==> src/rtl/mem_port_arbiter_pkg.sv <==
// ---------------------------------------------------------------------------
// mem_arb_pkg
// Shared definitions for mem_port_arbiter: the transaction FSM state encoding
// and the width of the saturating out-of-window error counter.
// ---------------------------------------------------------------------------
package mem_arb_pkg;

  // Transaction FSM. The encoding is fixed so that the state register can be
  // inspected directly in emulation captures.
  typedef enum logic [1:0] {
    IDLE   = 2'd0,
    RDWAIT = 2'd1,
    RESP   = 2'd2
  } state_e;

  // Width of the saturating out-of-window request counter.
  localparam int unsigned ERR_CNT_W = 16;

endpackage

==> src/rtl/mem_port_arbiter_if.sv <==
// ---------------------------------------------------------------------------
// mem_port_arbiter_if
// Bundles every signal of mem_port_arbiter except clk/rst.
//   request channel  : req_valid/req_ready/req_write/req_addr/req_wdata
//                      (requester i occupies slice i of each packed vector)
//   response channel : resp_valid/resp_ready per requester, plus shared
//                      resp_err/resp_rdata for the current owner
//   mem read port    : mem_ren/mem_raddr out, mem_rdata in (synchronous read)
//   mem write port   : mem_wen/mem_waddr/mem_wdata out
//   status           : err_count (saturating out-of-window count)
// Modports: slave = arbiter side, master = requesters + memory side.
// ---------------------------------------------------------------------------
interface mem_port_arbiter_if
  import mem_arb_pkg::*;
#(
  parameter int unsigned WIDTH = 80,
  parameter int unsigned AW    = 6,
  parameter int unsigned NREQ  = 2
);

  logic [NREQ-1:0]       req_valid;
  logic [NREQ-1:0]       req_ready;
  logic [NREQ-1:0]       req_write;
  logic [NREQ*AW-1:0]    req_addr;
  logic [NREQ*WIDTH-1:0] req_wdata;

  logic [NREQ-1:0]       resp_valid;
  logic [NREQ-1:0]       resp_ready;
  logic                  resp_err;
  logic [WIDTH-1:0]      resp_rdata;

  logic                  mem_ren;
  logic [AW-1:0]         mem_raddr;
  logic [WIDTH-1:0]      mem_rdata;
  logic                  mem_wen;
  logic [AW-1:0]         mem_waddr;
  logic [WIDTH-1:0]      mem_wdata;

  logic [ERR_CNT_W-1:0]  err_count;

  modport slave (
    input  req_valid, req_write, req_addr, req_wdata, resp_ready, mem_rdata,
    output req_ready, resp_valid, resp_err, resp_rdata,
    output mem_ren, mem_raddr, mem_wen, mem_waddr, mem_wdata, err_count
  );

  modport master (
    output req_valid, req_write, req_addr, req_wdata, resp_ready, mem_rdata,
    input  req_ready, resp_valid, resp_err, resp_rdata,
    input  mem_ren, mem_raddr, mem_wen, mem_waddr, mem_wdata, err_count
  );

endinterface

==> src/rtl/mem_port_arbiter_rr_arbiter.sv <==
// ---------------------------------------------------------------------------
// rr_arbiter
// Purely combinational round-robin picker: grants the first asserted request
// at or after position ptr_i, wrapping modulo N.
//   req_i       : request vector
//   ptr_i       : highest-priority position this cycle (must be < N)
//   grant_o     : one-hot grant, all zero when no request is asserted
//   grant_idx_o : index of the granted requester (0 when none)
// ---------------------------------------------------------------------------
module rr_arbiter #(
  parameter int unsigned N  = 2,
  localparam int unsigned IW = (N > 1) ? $clog2(N) : 1
) (
  input  logic [N-1:0]  req_i,
  input  logic [IW-1:0] ptr_i,
  output logic [N-1:0]  grant_o,
  output logic [IW-1:0] grant_idx_o
);

  logic [IW-1:0] idx;
  logic          found;

  // NOTE: every variable written here gets a default before the loop, so no
  // path leaves a value unassigned and no latch is inferred.
  always_comb begin
    grant_o     = '0;
    grant_idx_o = '0;
    found       = 1'b0;
    idx         = '0;
    for (int k = 0; k < int'(N); k++) begin
      idx = IW'((int'(ptr_i) + k) % int'(N));
      if (!found && req_i[idx]) begin
        found        = 1'b1;
        grant_o[idx] = 1'b1;
        grant_idx_o  = idx;
      end
    end
  end

endmodule

==> src/rtl/mem_port_arbiter.sv <==
// ---------------------------------------------------------------------------
// mem_port_arbiter
// Shares one single-port synchronous-read memory between NREQ requesters.
// Requests are arbitrated round-robin, checked against the memory's
// [OFFSET, OFFSET+DEPTH) window and either forwarded to the memory port or
// answered with an error response. One transaction is in flight at a time.
//   clk : sole clock
//   rst : synchronous, active-high reset
//   bus : mem_port_arbiter_if.slave (request/response channels, memory read
//         and write ports, err_count)
// Latency: write/error accepted in T -> resp_valid from T+1;
//          read accepted in T, mem_ren in T -> resp_valid from T+2.
// ---------------------------------------------------------------------------
module mem_port_arbiter
  import mem_arb_pkg::*;
#(
  parameter int unsigned WIDTH  = 80,
  parameter int unsigned DEPTH  = 32,
  parameter int unsigned OFFSET = 32,
  parameter int unsigned AW     = 6,
  parameter int unsigned NREQ   = 2
) (
  input logic               clk,
  input logic               rst,
  mem_port_arbiter_if.slave bus
);

  localparam int unsigned IW = (NREQ > 1) ? $clog2(NREQ) : 1;

  // Window bounds one bit wider than the address so OFFSET+DEPTH may equal
  // 2**AW without wrapping to zero.
  localparam logic [AW:0] WIN_LO = (AW+1)'(OFFSET);
  localparam logic [AW:0] WIN_HI = (AW+1)'(OFFSET + DEPTH);

  state_e               state_q, state_d;
  logic [IW-1:0]        rr_q, rr_d;
  logic [IW-1:0]        owner_q, owner_d;
  logic                 err_q, err_d;
  logic [WIDTH-1:0]     rdata_q, rdata_d;
  logic [ERR_CNT_W-1:0] err_count_q, err_count_d;

  logic [NREQ-1:0]      arb_req;
  logic [NREQ-1:0]      grant;
  logic [IW-1:0]        grant_idx;
  logic                 accept;
  logic [AW-1:0]        sel_addr;
  logic                 sel_write;
  logic [WIDTH-1:0]     sel_wdata;
  logic                 in_window;
  logic                 mem_ren_c;
  logic                 mem_wen_c;

  // Requests are only visible to the arbiter in IDLE, so req_ready is zero
  // in RDWAIT/RESP without extra gating.
  assign arb_req = (state_q == IDLE) ? bus.req_valid : '0;

  rr_arbiter #(.N(NREQ)) u_rr_arbiter (
    .req_i       (arb_req),
    .ptr_i       (rr_q),
    .grant_o     (grant),
    .grant_idx_o (grant_idx)
  );

  // Grant is only ever given to a valid requester, so a grant is a handshake.
  assign accept        = |grant;
  assign bus.req_ready = grant;

  always_comb begin
    sel_addr  = bus.req_addr[int'(grant_idx)*int'(AW) +: AW];
    sel_wdata = bus.req_wdata[int'(grant_idx)*int'(WIDTH) +: WIDTH];
    sel_write = bus.req_write[grant_idx];
    in_window = ({1'b0, sel_addr} >= WIN_LO) && ({1'b0, sel_addr} < WIN_HI);
  end

  // Memory strobes are single-cycle pulses in the accept cycle. The address
  // goes out unmodified; the memory removes OFFSET itself.
  assign mem_ren_c     = accept && in_window && !sel_write;
  assign mem_wen_c     = accept && in_window &&  sel_write;
  assign bus.mem_ren   = mem_ren_c;
  assign bus.mem_raddr = mem_ren_c ? sel_addr  : '0;
  assign bus.mem_wen   = mem_wen_c;
  assign bus.mem_waddr = mem_wen_c ? sel_addr  : '0;
  assign bus.mem_wdata = mem_wen_c ? sel_wdata : '0;

  assign bus.resp_valid = (state_q == RESP) ? (NREQ'(1) << owner_q) : '0;
  assign bus.resp_err   = (state_q == RESP) && err_q;
  assign bus.resp_rdata = (state_q == RESP) ? rdata_q : '0;
  assign bus.err_count  = err_count_q;

  always_comb begin
    state_d     = state_q;
    rr_d        = rr_q;
    owner_d     = owner_q;
    err_d       = err_q;
    rdata_d     = rdata_q;
    err_count_d = err_count_q;

    unique case (state_q)
      IDLE: begin
        if (accept) begin
          owner_d = grant_idx;
          rr_d    = (grant_idx == IW'(NREQ - 1)) ? '0 : grant_idx + IW'(1);
          err_d   = !in_window;
          rdata_d = '0;
          if (!in_window) begin
            if (err_count_q != '1) begin
              err_count_d = err_count_q + 1'b1;
            end
            state_d = RESP;
          end else if (sel_write) begin
            state_d = RESP;
          end else begin
            state_d = RDWAIT;
          end
        end
      end
      RDWAIT: begin
        // Synchronous-read data is valid the cycle after mem_ren.
        rdata_d = bus.mem_rdata;
        state_d = RESP;
      end
      RESP: begin
        // Only the owner's resp_ready can complete the response.
        if (bus.resp_ready[owner_q]) begin
          state_d = IDLE;
        end
      end
      default: state_d = IDLE;
    endcase
  end

  // NOTE: state registers use non-blocking assignments so every flop samples
  // the pre-edge value of the others, independent of statement order.
  always_ff @(posedge clk) begin
    if (rst) begin
      state_q     <= IDLE;
      rr_q        <= '0;
      owner_q     <= '0;
      err_q       <= 1'b0;
      rdata_q     <= '0;
      err_count_q <= '0;
    end else begin
      state_q     <= state_d;
      rr_q        <= rr_d;
      owner_q     <= owner_d;
      err_q       <= err_d;
      rdata_q     <= rdata_d;
      err_count_q <= err_count_d;
    end
  end

endmodule

==> src/flat_wrapper.sv <==
// flat-port wrapper written by rule: the top's interface ports become plain ports
module mem_port_arbiter_flat import mem_arb_pkg::*;
#(
  parameter int unsigned WIDTH  = 80,
  parameter int unsigned DEPTH  = 32,
  parameter int unsigned OFFSET = 32,
  parameter int unsigned AW     = 6,
  parameter int unsigned NREQ   = 2
)
  (clk, rst, bus_req_valid, bus_req_write, bus_req_addr, bus_req_wdata, bus_resp_ready, bus_mem_rdata, bus_req_ready, bus_resp_valid, bus_resp_err, bus_resp_rdata, bus_mem_ren, bus_mem_raddr, bus_mem_wen, bus_mem_waddr, bus_mem_wdata, bus_err_count);
  mem_port_arbiter_if #(.WIDTH(WIDTH), .AW(AW), .NREQ(NREQ)) bus_i ();
  input logic clk;
  input logic rst;
  input wire logic [$bits(bus_i.req_valid)-1:0] bus_req_valid;
  input wire logic [$bits(bus_i.req_write)-1:0] bus_req_write;
  input wire logic [$bits(bus_i.req_addr)-1:0] bus_req_addr;
  input wire logic [$bits(bus_i.req_wdata)-1:0] bus_req_wdata;
  input wire logic [$bits(bus_i.resp_ready)-1:0] bus_resp_ready;
  input wire logic [$bits(bus_i.mem_rdata)-1:0] bus_mem_rdata;
  output wire logic [$bits(bus_i.req_ready)-1:0] bus_req_ready;
  output wire logic [$bits(bus_i.resp_valid)-1:0] bus_resp_valid;
  output wire logic [$bits(bus_i.resp_err)-1:0] bus_resp_err;
  output wire logic [$bits(bus_i.resp_rdata)-1:0] bus_resp_rdata;
  output wire logic [$bits(bus_i.mem_ren)-1:0] bus_mem_ren;
  output wire logic [$bits(bus_i.mem_raddr)-1:0] bus_mem_raddr;
  output wire logic [$bits(bus_i.mem_wen)-1:0] bus_mem_wen;
  output wire logic [$bits(bus_i.mem_waddr)-1:0] bus_mem_waddr;
  output wire logic [$bits(bus_i.mem_wdata)-1:0] bus_mem_wdata;
  output wire logic [$bits(bus_i.err_count)-1:0] bus_err_count;
  assign bus_i.req_valid = bus_req_valid;
  assign bus_i.req_write = bus_req_write;
  assign bus_i.req_addr = bus_req_addr;
  assign bus_i.req_wdata = bus_req_wdata;
  assign bus_i.resp_ready = bus_resp_ready;
  assign bus_i.mem_rdata = bus_mem_rdata;
  assign bus_req_ready = bus_i.req_ready;
  assign bus_resp_valid = bus_i.resp_valid;
  assign bus_resp_err = bus_i.resp_err;
  assign bus_resp_rdata = bus_i.resp_rdata;
  assign bus_mem_ren = bus_i.mem_ren;
  assign bus_mem_raddr = bus_i.mem_raddr;
  assign bus_mem_wen = bus_i.mem_wen;
  assign bus_mem_waddr = bus_i.mem_waddr;
  assign bus_mem_wdata = bus_i.mem_wdata;
  assign bus_err_count = bus_i.err_count;
  mem_port_arbiter #(.WIDTH(WIDTH), .DEPTH(DEPTH), .OFFSET(OFFSET), .AW(AW), .NREQ(NREQ)) u_core (.clk(clk), .rst(rst), .bus(bus_i));
endmodule
==> config.mk <==
export PLATFORM = sky130hd
export DESIGN_NAME = mem_port_arbiter_flat
export DESIGN_NICKNAME = d
export VERILOG_FILES = /design/src/rtl/mem_port_arbiter_pkg.sv /design/src/rtl/mem_port_arbiter_if.sv /design/src/rtl/mem_port_arbiter_rr_arbiter.sv /design/src/rtl/mem_port_arbiter.sv /design/src/flat_wrapper.sv
export SDC_FILE = /design/constraint.sdc
export NUM_CORES = 1
export LEC_CHECK = 0
export ABC_AREA = 1
export BUFFER_PORTS_ARGS = -buffer_cell sky130_fd_sc_hd__buf_2
export CAP_MARGIN = 30
export CORE_AREA = 2 2 176 178
export CTS_BUF_LIST = sky130_fd_sc_hd__clkbuf_8
export DETAILED_ROUTE_END_ITERATION = 10
export DIE_AREA = 0 0 178 180
export HOLD_SLACK_MARGIN = 0.15
export PLACE_DENSITY = 0.47
export SLEW_MARGIN = 0
export SYNTH_ARGS = -nofsm -noshare
export SYNTH_HDL_FRONTEND = slang
export SYNTH_SLANG_ARGS = --single-unit
==> constraint.sdc <==
create_clock -name clk -period 4.8 [get_ports clk]
set_input_delay 0.48 -clock clk [delete_from_list [all_inputs] [get_ports clk]]
set_output_delay 0.48 -clock clk [all_outputs]
set_load 0.1 [all_outputs]
==> run summary, run 1 <==
The flow ran to the end, and the final reports show no timing, DRC or antenna violations. Power spread over the standard cell area amounts to 284 nW/um^2. The worst endpoint required time is 4320 ps. The final worst slack is 1360 ps. The transition time of the tightest slew-check pin is 980 ps. The sequential area share after synthesis came out at 0.320. The die is 178 microns wide.

The via count of the first global-routing pass came out at 7720. In this run the remaining antenna-violating nets after routing total 0. The iteration-0 DRC count of the detailed router came out at 498. Routability-driven placement finished with a final weighted congestion of 0.872. The routed wire length is 30300 microns. The number of nets in the final layout came out at 1676. In this design, the largest share of critical-path delay is due to buffers and inverters. Global routing finished with a remaining overflow of 0. The count of yosys warnings during synthesis is 0. Yosys attributes the largest share of cell area to sky130_fd_sc_hd__dfxtp_1, sky130_fd_sc_hd__nand2_1, sky130_fd_sc_hd__nand3_1, sky130_fd_sc_hd__a21oi_1, sky130_fd_sc_hd__a21oi_2. The highest net fanout along the worst path is 83.

The buffer and inverter count on the worst path is 3. The detail-routed net length per standard cell is 16.6 microns. In this run the tightest slew margin relative to its limit is 0.347.

The highest ir drop seen on vdd is 0.142 mV. The share of the clock period used by the worst path is 0.716. The total power is 2960 uW. Counting flops with a built-in enable in the synthesized netlist gives 0. The core area came out at 30200 sq um. Setup repair after global routing left no endpoint under its margin. The number of hold buffers added after CTS was 0. The net count after synthesis is 1281. By startpoint and endpoint, the worst setup path is classified as reg -> out.

On the final layout, the worst clock skew is 21.7 ps. The row count came out at 64. Among the stages of the critical path, the cell type that occurs most often is sky130_fd_sc_hd__buf_4. The number of resized instances in the post-cts repair step is 0.

Among all stages on the critical path, the largest delay is contributed by sky130_fd_sc_hd__buf_4. At the later pin of the worst-skew pair, clock insertion delay measures 390 ps. The initial core utilization is 0.209.

The arrival time at the worst endpoint came out at 2960 ps. The synthesized netlist occupies a cell area of 6320 sq um. The clock sink count came out at 101. The first-pass iteration count of the detailed router came out at 5. By count the netlist is led by sky130_fd_sc_hd__nand2_1, sky130_fd_sc_hd__nand3_1, sky130_fd_sc_hd__a21oi_1, sky130_fd_sc_hd__nor2_1, sky130_fd_sc_hd__inv_1. In the final layout, the share of cells above drive strength 1 is 0.381. The detailed-placement wirelength estimate is 23000 microns. The number of clock buffers inserted by TritonCTS is 9. The total setup buffers inserted after CTS came out at 0. The largest stage delay on the critical path came out at 670 ps. The predominant post-synthesis flop cell is sky130_fd_sc_hd__dfxtp_1. The number of antenna violations at the first check in global routing came out at 12.

Subtracting the final worst setup slack from the clock period gives 3440 ps. The analysis attributes to cell leakage a power of 0.00450 uW. In the synthesized netlist the async set-or-reset flop fraction comes to 0. The number of ports placed on the die boundary is 455. The detailed-route via count came out at 8163. The type of the tightest min-delay check is in -> reg.

The clock tree root buffer cell is sky130_fd_sc_hd__clkbuf_8. After clock tree synthesis, the clock-pin slew on the worst setup and hold paths is 110 ps. The worst setup path is launched from a flop. The count of buffers inserted at the top-level ports is 454.

Yosys instantiated no cell more often than sky130_fd_sc_hd__nand2_1. The ratio of routed vias to standard cells is 4.48. The post-synthesis cell count is 1020. The setup slack at placement came out at 1680 ps.

The final-layout setup total negative slack came out at 0 ps. The synthesized design spends more area on one cell type than any other, namely sky130_fd_sc_hd__dfxtp_1. The first global-routing pass estimated 45200 microns of wire. The average cell area after synthesis came out at 6.20 sq um. The overall die area is 32000 sq um. The H-tree was split into 3 levels. Synthesis instantiated 28 different standard cells from the library. The number of slew-limit violations in the final report came out at 0. The number of hold violations in the final report is 0.

The signal on the critical path passes through buf_4 -> or2_2 -> buf_4 -> nor2_1 -> buf_2. The clock tree from TritonCTS is built. The vertical die dimension is 180 microns. The pin count of the biggest net entering global routing came out at 89. The number of setup violations in the final report came out at 0. The area added between synthesis and finish came out at 65.0%. For this run, the total global-route usage over all layers was measured as 0.181.

The flip-flop and latch count after synthesis is 101. The top achievable clock speed is 291 MHz. The share of synthesized area in the top cell type comes to 0.320. In the routed design, unresolved DRC markers number 0. The longest clock path from root to sink contains 2 buffers. STA classifies the critical path endpoint as a primary output. The max-cap violation count came out at 0.
-- final cells by class --
| type | count | area [sq um] |
|---|---|---|
| multi-input cells | 728 | 3520 |
| clock inverters | 6 | 65.1 |
| flip-flops and latches | 101 | 2020 |
| clock buffers | 9 | 124 |
| diodes | 8 | 20.0 |
| inverters | 108 | 407 |
| fillers | 3322 | 19800 |
| repair buffers | 467 | 3770 |
| well taps | 396 | 495 |
-- path summary, 6_finish.rpt --
check | slack [ps] | from | endpoint | depth (start not counted)
max | 1360 | u_core.state_q[0] | bus_resp_rdata[49] | 5
max reg2reg | 2110 | u_core.rr_q | u_core.bus.err_count[10] | 10
min | 350 | bus_mem_rdata[69] | u_core.rdata_q[69] | 3
min reg2reg | 480 | u_core.rdata_q[19] | u_core.rdata_q[19] | 2
-- layer usage --
| metal | wire length [microns] | part of all wire | vias up | GRT usage |
|---|---|---|---|---|
| met5 | 23 | 0.00076 | - | 0 |
| li1 | - | - | 4068 | - |
| met4 | 344 | 0.011 | 4 | 0.0387 |
| met2 | 14400 | 0.48 | 292 | 0.302 |
| met3 | 2140 | 0.071 | 26 | 0.0398 |
| met1 | 13400 | 0.44 | 3773 | 0.239 |
-- tightest hold or removal path, delay by kind of cell --
kind                   cells  cell delay, ps
buffers and inverters      1             100
and+or+nand+nor            1              70
AOI/OAI and AO/OA          1              60
-- registers in the layout (all words and copies together) (netlist names) --
| register | cells |
|---|---|
| u_core.bus.err_count | 16 |
| u_core.err_q | 1 |
| u_core.owner_q | 1 |
| u_core.rdata_q | 80 |
| u_core.rr_q | 1 |
| u_core.state_q | 2 |
-- per-stage QoR --
step | util | hold WS [ps] | cell area [sq um] | cells
detailed placement | 0.339 | 472 | 10200 | 1800
CTS | 0.345 | 324 | 10400 | 1815
finish | 0.346 | 351 | 10400 | 1823
floorplan | - | 458 | 6320 | 1020
global placement | 0.338 | 467 | 10200 | 1799
global route | 0.345 | 330 | 10400 | 1818
-- cells in the final DEF (no fill, tap or decap), drive strengths merged --
master	instances
or2	1
nor2	116
buf	467
o21ai	5
clkinv	5
mux2i	5
nand3b	1
xor2	3
nand3	171
nand4	6
dfxtp	101
diode	8
bufinv	1
ha	1
a211oi	1
nand2	232
clkbuf	9
a21oi	177
xnor2	7
a31oi	1
o211ai	1
inv	108
-- power by group --
group / total [uW] / internal, uW / leakage (uW) / switching [uW]
clock network: 554 / 240 / 0.000101 / 314
registers: 878 / 862 / 0.000816 / 16.3
logic: 1530 / 429 / 0.00358 / 1100
-- logic make-up (layout without fill, tap and decap cells) --
| family | Yosys count | after routing | synth area share |
|---|---|---|---|
| compound gates | 185 | 185 | 0.177 |
| xor+xnor | 10 | 10 | 0.0139 |
| fa+ha+maj | 1 | 1 | 0.00198 |
| buf+inv | 191 | 590 | 0.125 |
| flops | 101 | 101 | 0.320 |
| mux | 5 | 5 | 0.00792 |
| other cells | 0 | 8 | 0 |
| simple gates | 527 | 527 | 0.354 |
No activity file was read; power rests on OpenSTA's default activity.
==> run 2: changes to the inputs <==
- clock period: 4.8 -> 3.56 ns (I/O delays scaled with it)
==> run 2 against run 1 <==
Effect of this change: clock power increased by 38%; critical path depth increased by 4; worst hold slack got worse by 120 ps; combinational power up 37%; die area unchanged; total power increased by 37%; routed wire length grew 3.2%; critical path type unchanged; critical endpoint is now bus_mem_wdata[7]; highest routed layer unchanged.
==> run summary, run 2 (synthesis gave the netlist of run 1 again) <==
The row count is 64 (unchanged). The relative slew slack was 0.338 (-0.00903). The H-tree level count came out at 3 (unchanged).

The flow ran to the end, and the final reports show no timing, DRC or antenna violations. TritonCTS built the clock tree. The worst setup path is captured at a primary output. The overall die area came out at 32000 sq um (unchanged). Relative to the synthesized area, the layout overhead comes to 66.3%. The total setup buffers inserted after CTS came to 0 (unchanged). The most common cell after layout, fill and taps aside is sky130_fd_sc_hd__buf_2. The detailed-route via count is 8162 (-0.012%). The number of slew-limit violations in the final report came out at 0 (unchanged). The arrival time at the worst endpoint is 2830 ps (-130 ps).

The detail-routed net length per standard cell was 17.2 microns (+3.2%). The count of fill cells added during filler insertion came out at 3284 (-1.1%). The number of antenna violations at the first check in global routing came to 16 (+4).

The first-pass GRT wire length came out at 46400 microns (+2.7%). The count of buffers inserted at the top-level ports is 454 (unchanged). The number of clock buffers inserted by TritonCTS is 9 (unchanged).

Dividing the final minimum period by the clock period gives 0.894. The worst endpoint required time came out at 3200 ps (-1120 ps). The register-to-register setup slack came out at 1380 ps (-730 ps). The clock-pin transition on the worst setup and hold timing paths is 100 ps (about the same). The final cell utilization of the core came out at 0.348 (+0.00273). The number of setup violations in the final report is 0 (unchanged). Setup repair after global routing left no endpoint under its margin. The worst hold path belongs to the class in -> reg. The clock latency of the later-clocked register in the worst-skew pair is 380 ps (about the same).

The length in cells of the worst reg-to-reg path came out at 6 (-4). The worst register-to-register path ends at u_core.bus.err_count[5]. The top cell types in the final layout, fill and taps aside, are sky130_fd_sc_hd__buf_2, sky130_fd_sc_hd__nand2_1, sky130_fd_sc_hd__nand3_1.

u_core.rdata_q holds more flip-flops than any other register. The number of buffers between clock root and the deepest sink is 2 (unchanged). The post-route antenna net violation count came out at 0 (unchanged). The core area came out at 30200 sq um (unchanged). The post-route DRC violation count came out at 0 (unchanged). The number of flip-flops in the largest register came to 80 (unchanged).

The clock sink count came out at 101 (unchanged). After layout, the minimum clock period comes to 3180 ps. The first-pass iteration count of the detailed router came out at 6 (+1). The die outline width is 178 microns (unchanged). The transition time of the tightest slew-check pin is 994 ps (+13.5 ps).

The iteration-0 DRC count of the detailed router is 582 (+17%). The last weighted congestion value of the routability-driven placer is 0.913 (+4.7%). The via count of the first global-routing pass is 7595 (-1.6%). The number of resized instances in the post-cts repair step came to 0 (unchanged).

The global-route congestion overflow total came to 0 (unchanged). The vertical die dimension was 180 microns (unchanged). The number of stages on the worst hold path was 3 (unchanged). The cell leakage power came out at 0.00451 uW (+0.24%). The worst setup path is of the reg -> out kind.

The share of layout cells above drive strength 1 is 0.385 (+0.00423). CTS placed an instance of sky130_fd_sc_hd__clkbuf_8 at the clock tree root. The number of ports placed on the die boundary came out at 455 (unchanged).

The detailed-placement wirelength estimate is 23700 microns (+3.1%). The worst min-delay path startpoint is bus_mem_rdata[47]. The final-layout setup total negative slack is 0 ps (unchanged).

The highest ir drop seen on vdd is 0.173 mV (+22%). The number of hold violations in the final report came out at 0 (unchanged). The number of nets in the final layout came out at 1675 (-0.060%). STA classifies the critical path startpoint as a flop. The top achievable clock speed came out at 314 MHz. The global routing usage summed across all routing layers came to 0.188 (+0.00684). The path with the worst hold slack has its endpoint at u_core.rdata_q[47]. The ratio of routed vias to standard cells came out at 4.47 (about the same). The routed wire length came out at 31300 microns (+3.2%).

The total power per unit cell area came out at 385 nW/um^2 (+36%). The number of hold buffers added after cts came out at 0 (unchanged). The max-cap violation count came out at 0 (unchanged). The worst register-to-register path begins at u_core.state_q[0]. The pin count of the biggest net entering global routing came out at 86 (-3.4%). The post-route clock skew came out at 14.3 ps (-7.38 ps). The initial core utilization came out at 0.209 (unchanged). The highest net fanout along the worst path came out at 85 (+2.4%).
==> run 2: final cells by class <==
cell class | instances | area (sq um) | area share
multi-input cells | 728 | 3550 | 0.337
flip-flops and latches | 101 | 2030 | 0.193
repair buffers | 466 | 3820 | 0.363
clock buffers | 10 | 138 | 0.0131
clock inverters | 6 | 63.8 | 0.00607
well taps | 396 | 495 | 0.0471
diodes | 9 | 22.5 | 0.00214
inverters | 108 | 407 | 0.0387
==> run 2: how the worst max path moves through the flow <==
| stage | start | to | slack [ps] | depth (start not counted) |
|---|---|---|---|---|
| after CTS | u_core.state_q[0] | bus_mem_wdata[3] | 310 | 9 |
| after global placement | bus_req_valid[0] | bus_mem_wdata[11] | 810 | 11 |
| final | u_core.state_q[0] | bus_mem_wdata[7] | 380 | 9 |
| after floorplan | u_core.state_q[0] | bus_mem_wdata[10] | 40 | 8 |
| after global routing | u_core.state_q[0] | bus_mem_wdata[3] | 160 | 10 |
| after detailed placement | bus_req_valid[0] | bus_mem_wdata[3] | 710 | 10 |
==> run 2: critical path, stage by stage, from the launching register on <==
cell and delay, ps:
sky130_fd_sc_hd__dfxtp_4 360, sky130_fd_sc_hd__nor2_4 230, sky130_fd_sc_hd__nand3_4 290, sky130_fd_sc_hd__inv_2 320
sky130_fd_sc_hd__o21ai_2 150, sky130_fd_sc_hd__nor2_4 150, sky130_fd_sc_hd__clkinv_2 80, sky130_fd_sc_hd__buf_12 230
sky130_fd_sc_hd__a21oi_1 330, sky130_fd_sc_hd__buf_12 220
==> run 2: through the flow <==
stage	hold WS, ps	total power, uW	instances	setup WS, ps	area (sq um)
after floorplan	458	2560	1020	44.9	6340
after global placement	468	3330	1799	805	10300
after detailed placement	472	3330	1799	713	10300
after CTS	191	4120	1815	306	10500
after global routing	209	4240	1818	163	10500
final	230	4050	1824	378	10500
==> run 2: power by group <==
part	total, uW	internal, uW	switching (uW)
Combinational	2100	592	1510
Sequential	1180	1160	22.7
Clock	765	344	421
Total	4050	2100	1950
==> run 2: layer usage <==
metal / track usage / part of all wire / vias up
met4: 0.0472 / 0.017 / 16
met1: 0.253 / 0.44 / 3738
met3: 0.0565 / 0.079 / 45
met2: 0.293 / 0.46 / 303
met5: 0 / 0.0037 / -
li1: - / - / 4060
